`src/rtl/nibble_stim_gen.sv`:
```
// Stimulus generator and result collector for the nibble equivalence bench.
// Holds the DUT pair in reset, drives LFSR vectors, then counts mismatch cycles.
//
// state      | meaning
// -----------+------------------------------------------------------------
// ST_IDLE    | DUT pair held in reset, waiting for start_i
// ST_RST_DUT | DUT pair held in reset for DUT_RESET_CYCLES, run state cleared
// ST_RUN     | one LFSR vector per cycle for NUM_VECTORS cycles
// ST_DRAIN   | no stimulus, mismatches still counted for PIPE_LAT cycles
// ST_DONE    | verdict held until the next start_i or reset_i
module nibble_stim_gen #(
  parameter int         NUM_VECTORS      = 64,
  parameter logic [3:0] SEED             = 4'b1001,
  parameter int         DUT_RESET_CYCLES = 2,
  parameter int         PIPE_LAT         = 3
) (
  input  logic       clk_i,
  input  logic       reset_i,
  input  logic       start_i,
  input  logic       check_in_i,
  output logic [3:0] data_in_o,
  output logic       valid_o,
  output logic       dut_reset_l_o,
  output logic       busy_o,
  output logic       done_o,
  output logic       pass_o,
  output logic [7:0] err_count_o
);

  typedef enum logic [2:0] {
    ST_IDLE    = 3'd0,
    ST_RST_DUT = 3'd1,
    ST_RUN     = 3'd2,
    ST_DRAIN   = 3'd3,
    ST_DONE    = 3'd4
  } state_t;

  // An all-zero seed would lock the LFSR, so it is substituted.
  localparam logic [3:0]  SEED_EFF   = (SEED == 4'b0000) ? 4'b0001 : SEED;
  localparam logic [15:0] RST_LOAD   = 16'(DUT_RESET_CYCLES - 1);
  localparam logic [15:0] RUN_LOAD   = 16'(NUM_VECTORS - 1);
  localparam logic [15:0] DRAIN_LOAD = 16'(PIPE_LAT - 1);

  state_t      state_q, state_d;
  logic [15:0] cnt_q, cnt_d;
  logic [3:0]  lfsr_q, lfsr_d;
  logic [3:0]  data_in_q, data_in_d;
  logic        valid_q, valid_d;
  logic        dut_reset_l_q, dut_reset_l_d;
  logic        busy_q, busy_d;
  logic        done_q, done_d;
  logic        pass_q, pass_d;
  logic [7:0]  err_q, err_d;
  logic        run_entry;

  always_ff @(posedge clk_i) begin
    if (reset_i) begin
      state_q       <= ST_IDLE;
      cnt_q         <= '0;
      lfsr_q        <= SEED_EFF;
      data_in_q     <= '0;
      valid_q       <= 1'b0;
      dut_reset_l_q <= 1'b0;
      busy_q        <= 1'b0;
      done_q        <= 1'b0;
      pass_q        <= 1'b0;
      err_q         <= '0;
    end else begin
      state_q       <= state_d;
      cnt_q         <= cnt_d;
      lfsr_q        <= lfsr_d;
      data_in_q     <= data_in_d;
      valid_q       <= valid_d;
      dut_reset_l_q <= dut_reset_l_d;
      busy_q        <= busy_d;
      done_q        <= done_d;
      pass_q        <= pass_d;
      err_q         <= err_d;
    end
  end

  always_comb begin
    state_d = state_q;
    cnt_d   = cnt_q;
    case (state_q)
      ST_IDLE, ST_DONE: begin
        if (start_i) begin
          state_d = ST_RST_DUT;
          cnt_d   = RST_LOAD;
        end
      end
      ST_RST_DUT: begin
        if (cnt_q == '0) begin
          state_d = ST_RUN;
          cnt_d   = RUN_LOAD;
        end else begin
          cnt_d = cnt_q - 16'd1;
        end
      end
      ST_RUN: begin
        if (cnt_q == '0) begin
          state_d = ST_DRAIN;
          cnt_d   = DRAIN_LOAD;
        end else begin
          cnt_d = cnt_q - 16'd1;
        end
      end
      ST_DRAIN: begin
        if (cnt_q == '0) state_d = ST_DONE;
        else             cnt_d   = cnt_q - 16'd1;
      end
      default: state_d = ST_IDLE;
    endcase
  end

  // Outputs are computed from the next state so they register alongside it.
  always_comb begin
    run_entry     = (state_d == ST_RST_DUT) && (state_q != ST_RST_DUT);
    lfsr_d        = lfsr_q;
    err_d         = err_q;
    data_in_d     = 4'h0;
    valid_d       = (state_d == ST_RUN);
    dut_reset_l_d = (state_d == ST_RUN) || (state_d == ST_DRAIN);
    busy_d        = (state_d == ST_RST_DUT) || (state_d == ST_RUN) || (state_d == ST_DRAIN);
    done_d        = (state_d == ST_DONE);
    if (run_entry) begin
      lfsr_d = SEED_EFF;
    end else if (state_d == ST_RUN) begin
      data_in_d = lfsr_q;
      lfsr_d    = {lfsr_q[2:0], lfsr_q[3] ^ lfsr_q[2]};
    end
    if (run_entry) begin
      err_d = '0;
    end else if (((state_q == ST_RUN) || (state_q == ST_DRAIN)) && !check_in_i
                 && (err_q != 8'hFF)) begin
      err_d = err_q + 8'd1;
    end
    pass_d = done_d && (err_d == '0);
  end

  assign data_in_o     = data_in_q;
  assign valid_o       = valid_q;
  assign dut_reset_l_o = dut_reset_l_q;
  assign busy_o        = busy_q;
  assign done_o        = done_q;
  assign pass_o        = pass_q;
  assign err_count_o   = err_q;

endmodule
```
`config.mk`:
```
export PLATFORM = sky130hd
export DESIGN_NAME = nibble_stim_gen
export DESIGN_NICKNAME = d
export VERILOG_FILES = /design/src/rtl/nibble_stim_gen.sv
export SDC_FILE = /design/constraint.sdc
export NUM_CORES = 1
export LEC_CHECK = 0
export ABC_AREA = 1
export CORE_ASPECT_RATIO = 0.8
export CORE_UTILIZATION = 57
export DETAILED_ROUTE_END_ITERATION = 6
export GPL_TIMING_DRIVEN = 0
export PLACE_DENSITY = 0.84
export SLEW_MARGIN = 15
export SYNTH_ARGS = -nofsm -noshare
export SYNTH_HDL_FRONTEND = slang
export SYNTH_SLANG_ARGS = --single-unit
```
`constraint.sdc`:
```
create_clock -name clk_i -period 1.9 [get_ports clk_i]
set_input_delay 0.475 -clock clk_i [delete_from_list [all_inputs] [get_ports clk_i]]
set_output_delay 0.475 -clock clk_i [all_outputs]
set_load 0.01 [all_outputs]
```
Word level (Yosys, flattened, before mapping)
Index checks and enable logic that the tools add are counted.
{ "classes": {"addsub": 2, "n_eq_ne": 12, "mux": 12, "bitwise_logic": 2, "reduce_logical": 17} }
{ "ops": {"columns": ["op", "count"], "rows": [
  ["16-bit two-way mux", 4],
  ["16-bit one-hot mux with 4 select lines", 1],
  ["16-bit logical NOT", 1],
  ["8-bit two-way mux", 2],
  ["16-bit by 1-bit subtractor with 16-bit output, second input constant", 1],
  ["3-bit by 2-bit equality test with 1-bit output, second input constant", 4],
  ["3-bit two-way mux", 4],
  ["3-bit one-hot mux with 4 select lines", 1],
  ["8-bit by 1-bit adder with 8-bit output, second input constant", 1],
  ["8-bit logical NOT", 1],
  ["8-bit != test, second input constant", 1],
  ["3-bit by 1-bit equality test with 1-bit output, second input constant", 2],
  ["3-bit equality test, second input constant", 2],
  ["1-bit logical AND", 4],
  ["1-bit logical OR", 4],
  ["2-bit != test, second input constant", 2],
  ["4-bit nonzero test", 1],
  ["2-bit OR reduction", 2],
  ["3-bit logical NOT", 1],
  ["3-bit by 1-bit != test with 1-bit output, second input constant", 1],
  ["3-bit AND reduction", 1],
  ["3-bit OR reduction", 1],
  ["1-bit logical NOT", 1],
  ["1-bit NOT", 1],
  ["1-bit bitwise XOR", 1]
]} }
{ "word_totals": {"ff_bits": 40, "input_bits": 4, "wordCells": 55} }

Longest topological paths before layout
Gate-level depths: netlist (run 1).
{ "logic_depth": {"ltp_word": 8, "mapped_depth": 12} }

Worst setup path before layout (run 1)
No wires, ideal clock.
{ "synth_path": {"path_kind": "register to register", "from": "register err_q[0] (netlist: err_count_o[0])", "to": "register pass_q (netlist: pass_o)", "arrival_ps": 1523, "path_slack_ps": 313, "path_stages_with_launch": 12, "n_path_buf": 0, "synth_period_minus_slack_ps": 1587, "path_cell_list": "dfxtp_1 -> ha_1 -> inv_1 -> nor2_2 -> nand2_2 -> nand2_4 -> inv_2 -> nand2_1 -> nand2_1 -> o21ai_1 -> nand3_1 -> nor2_1"} }
{ "synth_via": {"elab_chain_len": 6, "word_cells_on_any_way": 7, "cone_classes": "add/sub: 1; eq/ne: 1; mux: 2; reduce/logical: 3"} }
{ "synth_rtl": {"columns": ["element", "line_no", "text"], "rows": [
  ["start: declaration", "53", "logic [7:0] err_q, err_d;"],
  ["start signal: assignment", "78", "err_q <= err_d;"],
  ["parallel branches: the longest is 2 deep, another holds 8-bit by 1-bit adder with 8-bit output", null, null],
  ["8-bit two-way mux *", "134", "end else if (((state_q == ST_RUN) || (state_q == ST_DRAIN)) && !check_in_i"],
  ["8-bit two-way mux *", "132", "if (run_entry) begin"],
  ["8-bit logical NOT *", "138", "pass_d = done_d && (err_d == '0);"],
  ["1-bit logical AND *", "138", null],
  ["end signal: assignment", "77", "pass_q <= pass_d;"],
  ["end: declaration", "52", "logic pass_q, pass_d;"]
]} }
Every way passes the cells marked *.
A chain may end at the register's enable or synchronous reset.

Final worst setup path (run 1)
{ "layout_path": {"from": "register err_q[6] (netlist: err_count_o[6])", "to": "output err_count_o[6]"} }
{ "layout_rtl": {"columns": ["element", "line_no", "text"], "rows": [
  ["end: declaration", "27", "output logic [7:0] err_count_o"]
]} }
No word-level cell between the ends.

==> results_dict.tcl, run 1 <==
set metrics [dict create \
    outcome "finished, final reports clean" \
    instances_no_fill 410 \
    postCtsHoldBufs 0 \
    synth-edff-count 0 \
    ys_warn_count 0 \
    syn_area_per_cell_um2 6.962 \
    ys_types 32 \
    start_util_pct 59.64 \
    setup_viol 0 \
    ios 21 \
    drcViolationCount 0 \
    slew_viol_final 0 \
    ys_ff_latch 40 \
    finalHoldViolCount 0 \
    drtPass1Iterations 5 \
    cts-root-buf "clkbuf_8" \
    rows 20 \
    slowest_delay_ns 0.59 \
    place_congestion 0.8751 \
    grt_pass1_wl_mm 7.824 \
    hold_class "input pin to flip-flop" \
    rsz0062_at_grt "no" \
    p_leak_nw 1.322 \
    p_per_area_nw_per_um2 1646 \
    crit_required_ns 1.42 \
    dp_hpwl_mm 3.609 \
    grt_start_max_net_pins 14 \
    async_flop_share_pct 0 \
    overflow 0 \
    io_buffers 19 \
    drt-initial-drc-count 188 \
    tightest_slew_ns 0.4515 \
    max_slew_margin_pct 69.90 \
    num_vias 2091 \
    tns_ns 0 \
    fin_nets 360 \
    cts_made_buffers 5 \
    fin_area_um2 2668 \
    cts_max_path_buffers 2 \
    finalClockSkew_ns 0.01267 \
    first_global_vias 1795 \
    cts_max_level 2 \
    ir_worst_vdd_mv 1.097 \
    cp_max_fo 6 \
    antenna_left 0 \
    cts_setup_buffers 0 \
    fillers 322 \
    wire_per_inst_um 11.49 \
    n_antenna_cell 0 \
    viasPerCell 5.100 \
    critPathBufInv 1 \
    maxCapViolCount 0 \
    core_um2 3829 \
    slowest_stage "clkdlybuf4s50_1" \
    syn_nets 334 \
    wirelength_mm 4.709 \
    holdWs_ns 0.3753 \
    die_w_um 72.77 \
    path_delay_family "buffers and inverters" \
    cts_tree "done" \
    timing.final.crit_share_pct 95.49 \
    ys.flop_type "dfxtp_1" \
    syn-cell-area_um2 2283 \
    syn_to_final_growth_pct 16.82 \
    cp_data_arrival_time_ns 1.34 \
    grt_usage_pct 24.54 \
    cts_sinks 40 \
    die_area_um2 4265 \
    start_kind "flip-flop" \
    setup.worst_path.end_class "output port" \
    antenna_found_initial 0 \
    worstPathCellList "clkdlybuf4s50_1" \
    cts.reportedPaths.clkPinSlew_ns 0.09 \
    crit_type "flip-flop to output port" \
    dp_cells 402 \
    ctsResizeCount 0 \
    layout-drive-gt1-share_pct 14.08 \
    dpl-instance-area_um2 2542 \
    synthCells 328 \
    yosysSeqAreaShare_pct 35.07 \
    clock_latency_ns 0.31 \
    period_needed_ns 1.814 \
    die_h_um 58.61 \
    fmax_ghz 0.5512 \
]
## state kept, by name, summed over array words and instances (netlist names)
signal,cells
cnt_q,16
lfsr_q,4
pass_o,1
busy_o,1
err_count_o,8
done_o,1
dut_reset_l_o,1
valid_o,1
data_in_o,4
state_q,3
## kinds of logic (layout without fill, tap and decap cells)
family | after synthesis | after routing | synth area share (%)
compound gates | 27 | 27 | 6.247
buf+inv | 49 | 76 | 8.658
xor+xnor | 7 | 7 | 2.685
fa+ha+maj | 2 | 2 | 1.096
flops | 40 | 40 | 35.07
simple gates | 203 | 203 | 46.25
## Yosys cell counts (2+ instances only)
library cell	instances	share of area, %
nor2_2	3	0.82
nand3_4	2	1.5
o21ai_0	6	1.3
ha_1	2	1.1
nand2_1	90	15
nand2_2	4	1.1
inv_1	40	6.6
nor3b_2	3	1.6
nor2_1	40	6.6
nand3b_1	2	0.66
nor3_1	3	0.66
inv_2	5	0.82
a21oi_1	16	3.5
nand3_1	28	6.1
nand2_4	9	4.4
nor2_8	2	1.8
nand4_1	9	2.5
xor2_1	6	2.3
dfxtp_1	40	35
o21ai_1	2	0.44
nor2_4	5	2.5
## layout make-up
class	instances	area, um^2	area share, %
multi-input combinational	239	1296	48.59
sequential	40	803.3	30.11
timing repair buffer	19	190.2	7.129
inverter	46	175.2	6.567
clock buffer	5	68.82	2.580
tap	55	68.82	2.580
clock inverter	3	42.54	1.595
buffer	3	22.52	0.8443
## worst register-to-register path: cells and delay by family, from the launching register on
kind                     cells  cell delay [ns]
flip-flops                   1             0.43
adder cells (fa/ha/maj)      1             0.27
AND/OR/NAND/NOR              9             0.93
buffers and inverters        1             0.08
## layer usage
metal,track usage (%),up-vias,wire [um]
li1,-,1086,-
met1,33.62,936,2262
met2,36.18,62,2093
met3,7.021,7,288
met4,10.64,0,65
met5,0,-,0
## cell usage in the layout, fill, tap and decap left out, types with 2 or more instances in the layout
master	netlist	routed
a21oi_1	16	16
clkbuf_8	0	5
clkdlybuf4s50_1	0	19
dfxtp_1	40	38
dfxtp_2	0	2
ha_1	2	2
inv_1	40	40
inv_2	5	5
nand2_1	90	89
nand2_2	4	5
nand2_4	9	9
nand3_1	28	28
nand3_4	2	2
nand3b_1	2	2
nand4_1	9	9
nor2_1	40	40
nor2_2	3	3
nor2_4	5	5
nor2_8	2	2
nor3_1	3	3
nor3b_2	3	3
o21ai_0	6	6
o21ai_1	2	2
xor2_1	6	6
## through the flow
stage               utilization (%)  setup slack [ns]  power, mW
floorplan                         -            0.3128      3.148
global route                  69.67          0.004728      4.765
global placement              66.41           -0.1237      3.586
detailed placement            66.41           -0.1233      3.663
finish                        69.67           0.08566      4.392
CTS                           69.31           0.04328      4.365
## final timing paths
check / slack, ns / startpoint / endpoint / cells after the start
max: 0.09 / err_count_o[6] / err_count_o[6] / 1
min: 0.38 / reset_i / cnt_q[1] / 2
max reg2reg: 0.11 / err_count_o[1] / pass_o / 11
min reg2reg: 0.47 / lfsr_q[1] / lfsr_q[1] / 2
## where the power goes
part	internal, mW	switching, mW
logic	0.889	1.63
clock network	0.388	0.311
registers	1.02	0.150
(Power assumes the default switching activity.)
==> inputs of run 2 (changes only) <==
- ABC_AREA: 1 -> unset
- CORE_UTILIZATION: 57 -> 56
- SLEW_MARGIN: 15 -> 20
==> run 2 against run 1 <==
Against the previous run: the run now ends with negative setup slack left; clock skew shrank 0.0052 ns; non-clock buffer count grew 24; die area down 8.4%; sequential share of layout area increased by 0.088 points; sequential power increased by 13%; utilization grew 7.8 points; design area increased by 0.80%; fmax is 13% lower; critical path type is now flip-flop to flip-flop; critical endpoint is now pass_o; largest cell class unchanged.
==> results_dict.tcl, run 2 <==
set metrics [dict create \
    drtPass1Iterations 5 \
    crit_required_ns 2.07 \
    antenna_found_initial 0 \
    syn_nets 241 \
    reg2regPathDepth 6 \
    route.met2.wl_mm 2.754 \
    synthCells 235 \
    final_cell_mix "33 x dfxtp_1, 30 x nor2_1, 18 x clkdlybuf4s50_1" \
    setup.worst_path.end_class "flip-flop" \
    largest_register "cnt_q" \
    overflow 0 \
    die_area_um2 3907 \
    power.internal_mw 2.974 \
    ir_worst_vdd_mv 1.106 \
    antenna_left 0 \
    swShare_pct 44.81 \
    layout-drive-gt1-share_pct 26.09 \
    synth_area_leaders "dfxtp_1 39%, nor2_1 5.7%, nor3_1 3.7%" \
    timing.final.crit_share_pct 109.3 \
    hold_class "flip-flop to flip-flop" \
    fillers 215 \
    setup_viol 11 \
    start_kind "flip-flop" \
    violations "negative setup slack" \
    place_congestion 0.9376 \
    start_util_pct 59.05 \
    power_mw 5.389 \
    wirelength_mm 5.947 \
    cts_made_buffers 5 \
    cts_max_level 2 \
    grt_pass1_wl_mm 8.017 \
    num_vias 2052 \
    cts-root-buf "clkbuf_8" \
    top_layer "met4" \
    worstReg2RegStart "err_count_o[0]" \
    syn_area_per_cell_um2 8.721 \
    ys_ff_latch 40 \
    power.switching_mw 2.415 \
    dr_wl_met3_um 535 \
    synth-edff-count 0 \
    crit_type "flip-flop to flip-flop" \
    cts_sinks 40 \
    cts_max_path_buffers 2 \
    clock_latency_ns 0.29 \
    slew_viol_final 0 \
    drcViolationCount 0 \
    finalClockSkew_ns 0.007427 \
    max_slew_margin_pct 63.91 \
    tightest_slew_ns 0.5414 \
    outcome "finished, violations left" \
    dp_hpwl_mm 3.014 \
    cts.reportedPaths.clkPinSlew_ns 0.08 \
    wire_per_inst_um 18.70 \
    yosys.area.top_type_share_pct 39.07 \
    routedLengthMet1_mm 2.436 \
    n_antenna_cell 0 \
    dp_slack_ns -0.4991 \
    seqPwrFrac_pct 24.5 \
    finalHoldViolCount 0 \
    ys_types 58 \
    cts_tree "done" \
    cp_max_fo 6 \
    tns_ns -0.3803 \
    rrSetupSlack_ns -0.18 \
    viasPerCell 6.453 \
    core_um2 3471 \
    p_leak_nw 0.9541 \
    ios 21 \
    postCtsHoldBufs 0 \
    fin_nets 281 \
    mostFrequentLayoutCell "dfxtp_1" \
    syn-cell-area_um2 2049 \
    regArea_um2 812.0 \
    timing.final.ws_setup_ns -0.1767 \
    period_needed_ns 2.077 \
    yosysSeqAreaShare_pct 39.07 \
    fmax_ghz 0.4815 \
    syn_to_final_growth_pct 31.20 \
    power_frac_comb_pct 64.6 \
    grt_start_max_net_pins 13 \
    final_util_pct 77.47 \
    ys.flop_type "dfxtp_1" \
    ys_warn_count 0 \
    p_per_area_nw_per_um2 2004 \
    holdPathEnd "data_in_o[1]" \
    multi_input_area_um2 1306 \
    largest_register_ffs 16 \
    power.share.clock_pct 10.9 \
    grt_usage_pct 25.93 \
    async_flop_share_pct 0 \
    hold_depth 1 \
    die_w_um 69.64 \
    timing.rr.end "pass_o" \
    netlist_top_cells_count "40 x dfxtp_1, 31 x nor2_1, 15 x nor3_1" \
    synth_most_common_cell "dfxtp_1" \
    first_global_vias 1724 \
    die_h_um 56.11 \
    yosys.area.top_type "dfxtp_1" \
    io_buffers 19 \
    maxCapViolCount 0 \
    rsz0062_at_grt "yes" \
    cp_data_arrival_time_ns 2.24 \
    min_from "lfsr_q[1]" \
    drt-initial-drc-count 205 \
    rows 19 \
]
==> run 2: cell types whose count changed after synthesis, moves of 6 or more <==
cell and change:
a21oi_1 -8, a31oi_1 +7, inv_1 -30, nand2_1 -77, nand2_4 -9, nand3_1 -22, nand4_1 -6, nor2_1 -9
nor3_1 +12
==> run 2: layer usage <==
metal	vias to the layer above	GRT usage, %
met2	139	39.53
met1	941	35.46
met3	29	7.246
met4	0	8.857
li1	943	-
met5	-	0
==> run 2: layout make-up <==
type	count	area share, %
Inverter	10	1.489
Clock inverter	1	0.2792
Clock buffer	7	3.211
Sequential cell	40	30.20
Buffer	12	3.071
Timing Repair Buffer	34	11.21
Multi-Input combinational cell	172	48.58
Tap cell	42	1.954
==> run 2: logic make-up after synthesis <==
family	share of synthesized area [%]
compound gates	18.32
flops	39.07
mux	1.954
buf+inv	5.250
simple gates	29.92
fa+ha+maj	1.221
xor+xnor	4.273
==> run 2: worst max-delay path, stage by stage (launching register included) <==
cell      delay [ns]
dfxtp_2         0.40
ha_1            0.22
nand2_1         0.15
o31ai_4         0.37
nor3b_1         0.30
o221ai_2        0.14
nor4b_1         0.37
==> run 2: worst max-delay path by stage <==
stage / startpoint / end / slack (ns) / cells past startpoint
after detailed placement: check_in_i / pass_o / -0.50 / 6
after floorplan: cnt_q[0] / lfsr_q[1] / 0.04 / 8
after global routing: err_count_o[6] / pass_o / -0.30 / 5
after CTS: err_count_o[4] / pass_o / -0.002 / 5
final: err_count_o[0] / pass_o / -0.18 / 6
after global placement: check_in_i / pass_o / -0.52 / 6
==> run 2: what timing repair did <==
item | CTS | global route
gates resized for setup | 25 | 31
pin swaps | 8 | 8
setup endpoints to repair | 27 | 20
endpoints found under the hold margin | 0 | 0
setup buffers | 6 | 9
==> run 2: power groups by stage <==
stage	registers (mW)	logic, mW	clock network [mW]
detailed placement	1.25	2.33	0
CTS	1.25	2.66	0.595
global route	1.34	3.66	0.623
finish	1.32	3.48	0.589
global placement	1.25	2.30	0
floorplan	1.24	1.83	0
==> run 2: per-stage QoR <==
step	instances	hold WS, ns	instance area (um^2)
finish	318	0.4886	2689
global route	318	0.5073	2689
CTS	310	0.4898	2530
detailed placement	296	0.4725	2292
global placement	296	0.4743	2292
floorplan	235	0.4534	2049
==> inputs of run 3 (changes only) <==
- CORE_UTILIZATION: 56 -> 51
- PLACE_DENSITY: 0.84 -> 0.78
==> run 3 against run 2 <==
Against the previous run: the flow still finishes with violations (negative setup slack); sequential cell count stayed put; design area up 0.98%; first-iteration DRC count shrank 46%; non-clock buffer count rose by 2; sequential power hardly changed; combinational power decreased by 3%; cell count up 4.7%; wire length shrank 16%; clock power shrank 4.9%; die area grew 9.5%; largest power group unchanged; highest routed layer unchanged.
==> results_dict.tcl, run 3 (synthesized netlist as in run 2, its figures left out) <==
set metrics [dict create \
    antenna_left 0 \
    tns_ns -0.009566 \
    antenna_found_initial 0 \
    final_cell_mix "33 x dfxtp_1, 30 x nor2_1, 19 x buf_4" \
    fillers 296 \
    p_leak_nw 0.9533 \
    wire_per_inst_um 15.06 \
    instances_no_fill 333 \
    layout-drive-gt1-share_pct 26.98 \
    fmax_ghz 0.5237 \
    period_needed_ns 1.910 \
    finalClockSkew_ns 0.009340 \
    final_util_pct 70.91 \
    timing.rr.end "cnt_q[0]" \
    dp_hpwl_mm 3.118 \
    largest_register "cnt_q" \
    power.switching_mw 2.380 \
    cts_max_level 2 \
    hold_class "flip-flop to flip-flop" \
    violations "negative setup slack" \
    power.internal_mw 2.920 \
    min_from "lfsr_q[1]" \
    holdPathEnd "data_in_o[1]" \
    slowest_delay_ns 0.48 \
    place_congestion 0.8938 \
    viasPerCell 5.865 \
    maxCapViolCount 0 \
    overflow 0 \
    timing.final.crit_share_pct 100.5 \
    rows 20 \
    n_antenna_cell 0 \
    timing.final.ws_setup_ns -0.009566 \
    multi_input_area_um2 1304 \
    p_per_area_nw_per_um2 1952 \
    cts_sinks 40 \
    syn_to_final_growth_pct 32.48 \
    grt_usage_pct 22.85 \
    start_util_pct 53.53 \
    worstReg2RegStart "cnt_q[1]" \
    slew_viol_final 0 \
    first_global_vias 1595 \
    power_frac_comb_pct 64.0 \
    cts-root-buf "clkbuf_8" \
    fin_nets 283 \
    io_buffers 19 \
    dpl-instance-area_um2 2308 \
    setup_viol 1 \
    regArea_um2 814.5 \
    use_met1_pct 33.19 \
    drcViolationCount 0 \
    fin_area_um2 2715 \
    wirelength_mm 5.014 \
    cts_tree "done" \
    swShare_pct 44.91 \
    clock_latency_ns 0.30 \
    cp_max_fo 10 \
    hold_depth 1 \
    die_h_um 58.70 \
    reg2regPathDepth 8 \
    power.share.clock_pct 10.6 \
    cp_data_arrival_time_ns 2.10 \
    ir_worst_vdd_mv 0.9654 \
    die_area_um2 4278 \
    worstPathCellList "clkdlybuf4s50_1 -> nor3b_2 -> nor2_1 -> a31o_2 -> buf_4 -> a221oi_4" \
    core_um2 3829 \
    outcome "finished, violations left" \
    rsz0062_at_grt "yes" \
    grt_pass1_wl_mm 7.389 \
    tightest_slew_ns 0.5702 \
    crit_required_ns 2.09 \
    num_vias 1953 \
    cts_made_buffers 5 \
    dp_cells 309 \
    grt_use_met3_pct 4.623 \
    postCtsHoldBufs 0 \
    largest_register_ffs 16 \
    start_kind "input pin" \
    slowest_stage "clkdlybuf4s50_1" \
    mostFrequentLayoutCell "dfxtp_1" \
    drtPass1Iterations 5 \
    rrSetupSlack_ns 0.01 \
    cts_max_path_buffers 2 \
    gr-max-usage-layer "met1" \
    grt.met2_usage_pct 32.98 \
    setup.worst_path.end_class "flip-flop" \
    max_slew_margin_pct 61.96 \
    cts.reportedPaths.clkPinSlew_ns 0.08 \
    grt_start_max_net_pins 14 \
    crit_type "input pin to flip-flop" \
    drt-initial-drc-count 110 \
    ios 21 \
    finalHoldViolCount 0 \
    seqPwrFrac_pct 25.4 \
    die_w_um 72.88 \
]
## run 3: timing repair
| action | in CTS | in global routing |
|---|---|---|
| buffers inserted | 7 | 11 |
| pin swaps | 9 | 6 |
| gates resized for setup | 24 | 32 |
| setup endpoints to repair | 29 | 26 |
## run 3: metrics by stage
| step | setup slack [ns] | power, mW | hold slack [ns] |
|---|---|---|---|
| 5_1_grt | -0.06899 | 5.620 | 0.5133 |
| 6_report | -0.009566 | 5.300 | 0.4945 |
| 3_3_place_gp | -0.5047 | 3.565 | 0.4718 |
| 3_5_place_dp | -0.5267 | 3.621 | 0.4729 |
| 2_1_floorplan | 0.03956 | 3.072 | 0.4534 |
| 4_1_cts | -0.02315 | 4.604 | 0.4912 |
## run 3: power by group through the flow
stage	clock network (mW)	logic [mW]	registers, mW
after global placement	0	2.32	1.25
final	0.560	3.39	1.35
after detailed placement	0	2.37	1.26
after global routing	0.605	3.64	1.38
after CTS	0.579	2.74	1.29
after floorplan	0	1.83	1.24
## run 3: per-layer routing
metal,vias to the layer above,part of all wire (%)
met5,-,0
met3,11,6.3
met1,913,48
li1,953,-
met4,0,1.9
met2,76,44
## run 3: critical path, delay by kind of cell
family                 cells  cell delay (ns)
AOI/OAI and AO/OA          2             0.55
buffers and inverters      2             0.66
and+or+nand+nor            2             0.41
## run 3: how the worst max path moves through the flow
stage | end | start
2_1_floorplan | lfsr_q[1] | cnt_q[0]
3_3_place_gp | pass_o | check_in_i
3_5_place_dp | cnt_q[0] | start_i
4_1_cts | cnt_q[0] | cnt_q[0]
5_1_grt | cnt_q[10] | cnt_q[5]
6_report | cnt_q[0] | start_i
## run 3: area by class of cell
cell class                 count  area share, %
clock buffer                   5          2.535
sequential                    40          30.00
timing repair buffer          37          12.07
inverter                      10          1.567
buffer                        11          2.581
tap                           55          2.535
multi-input combinational    172          48.02
clock inverter                 3         0.6912
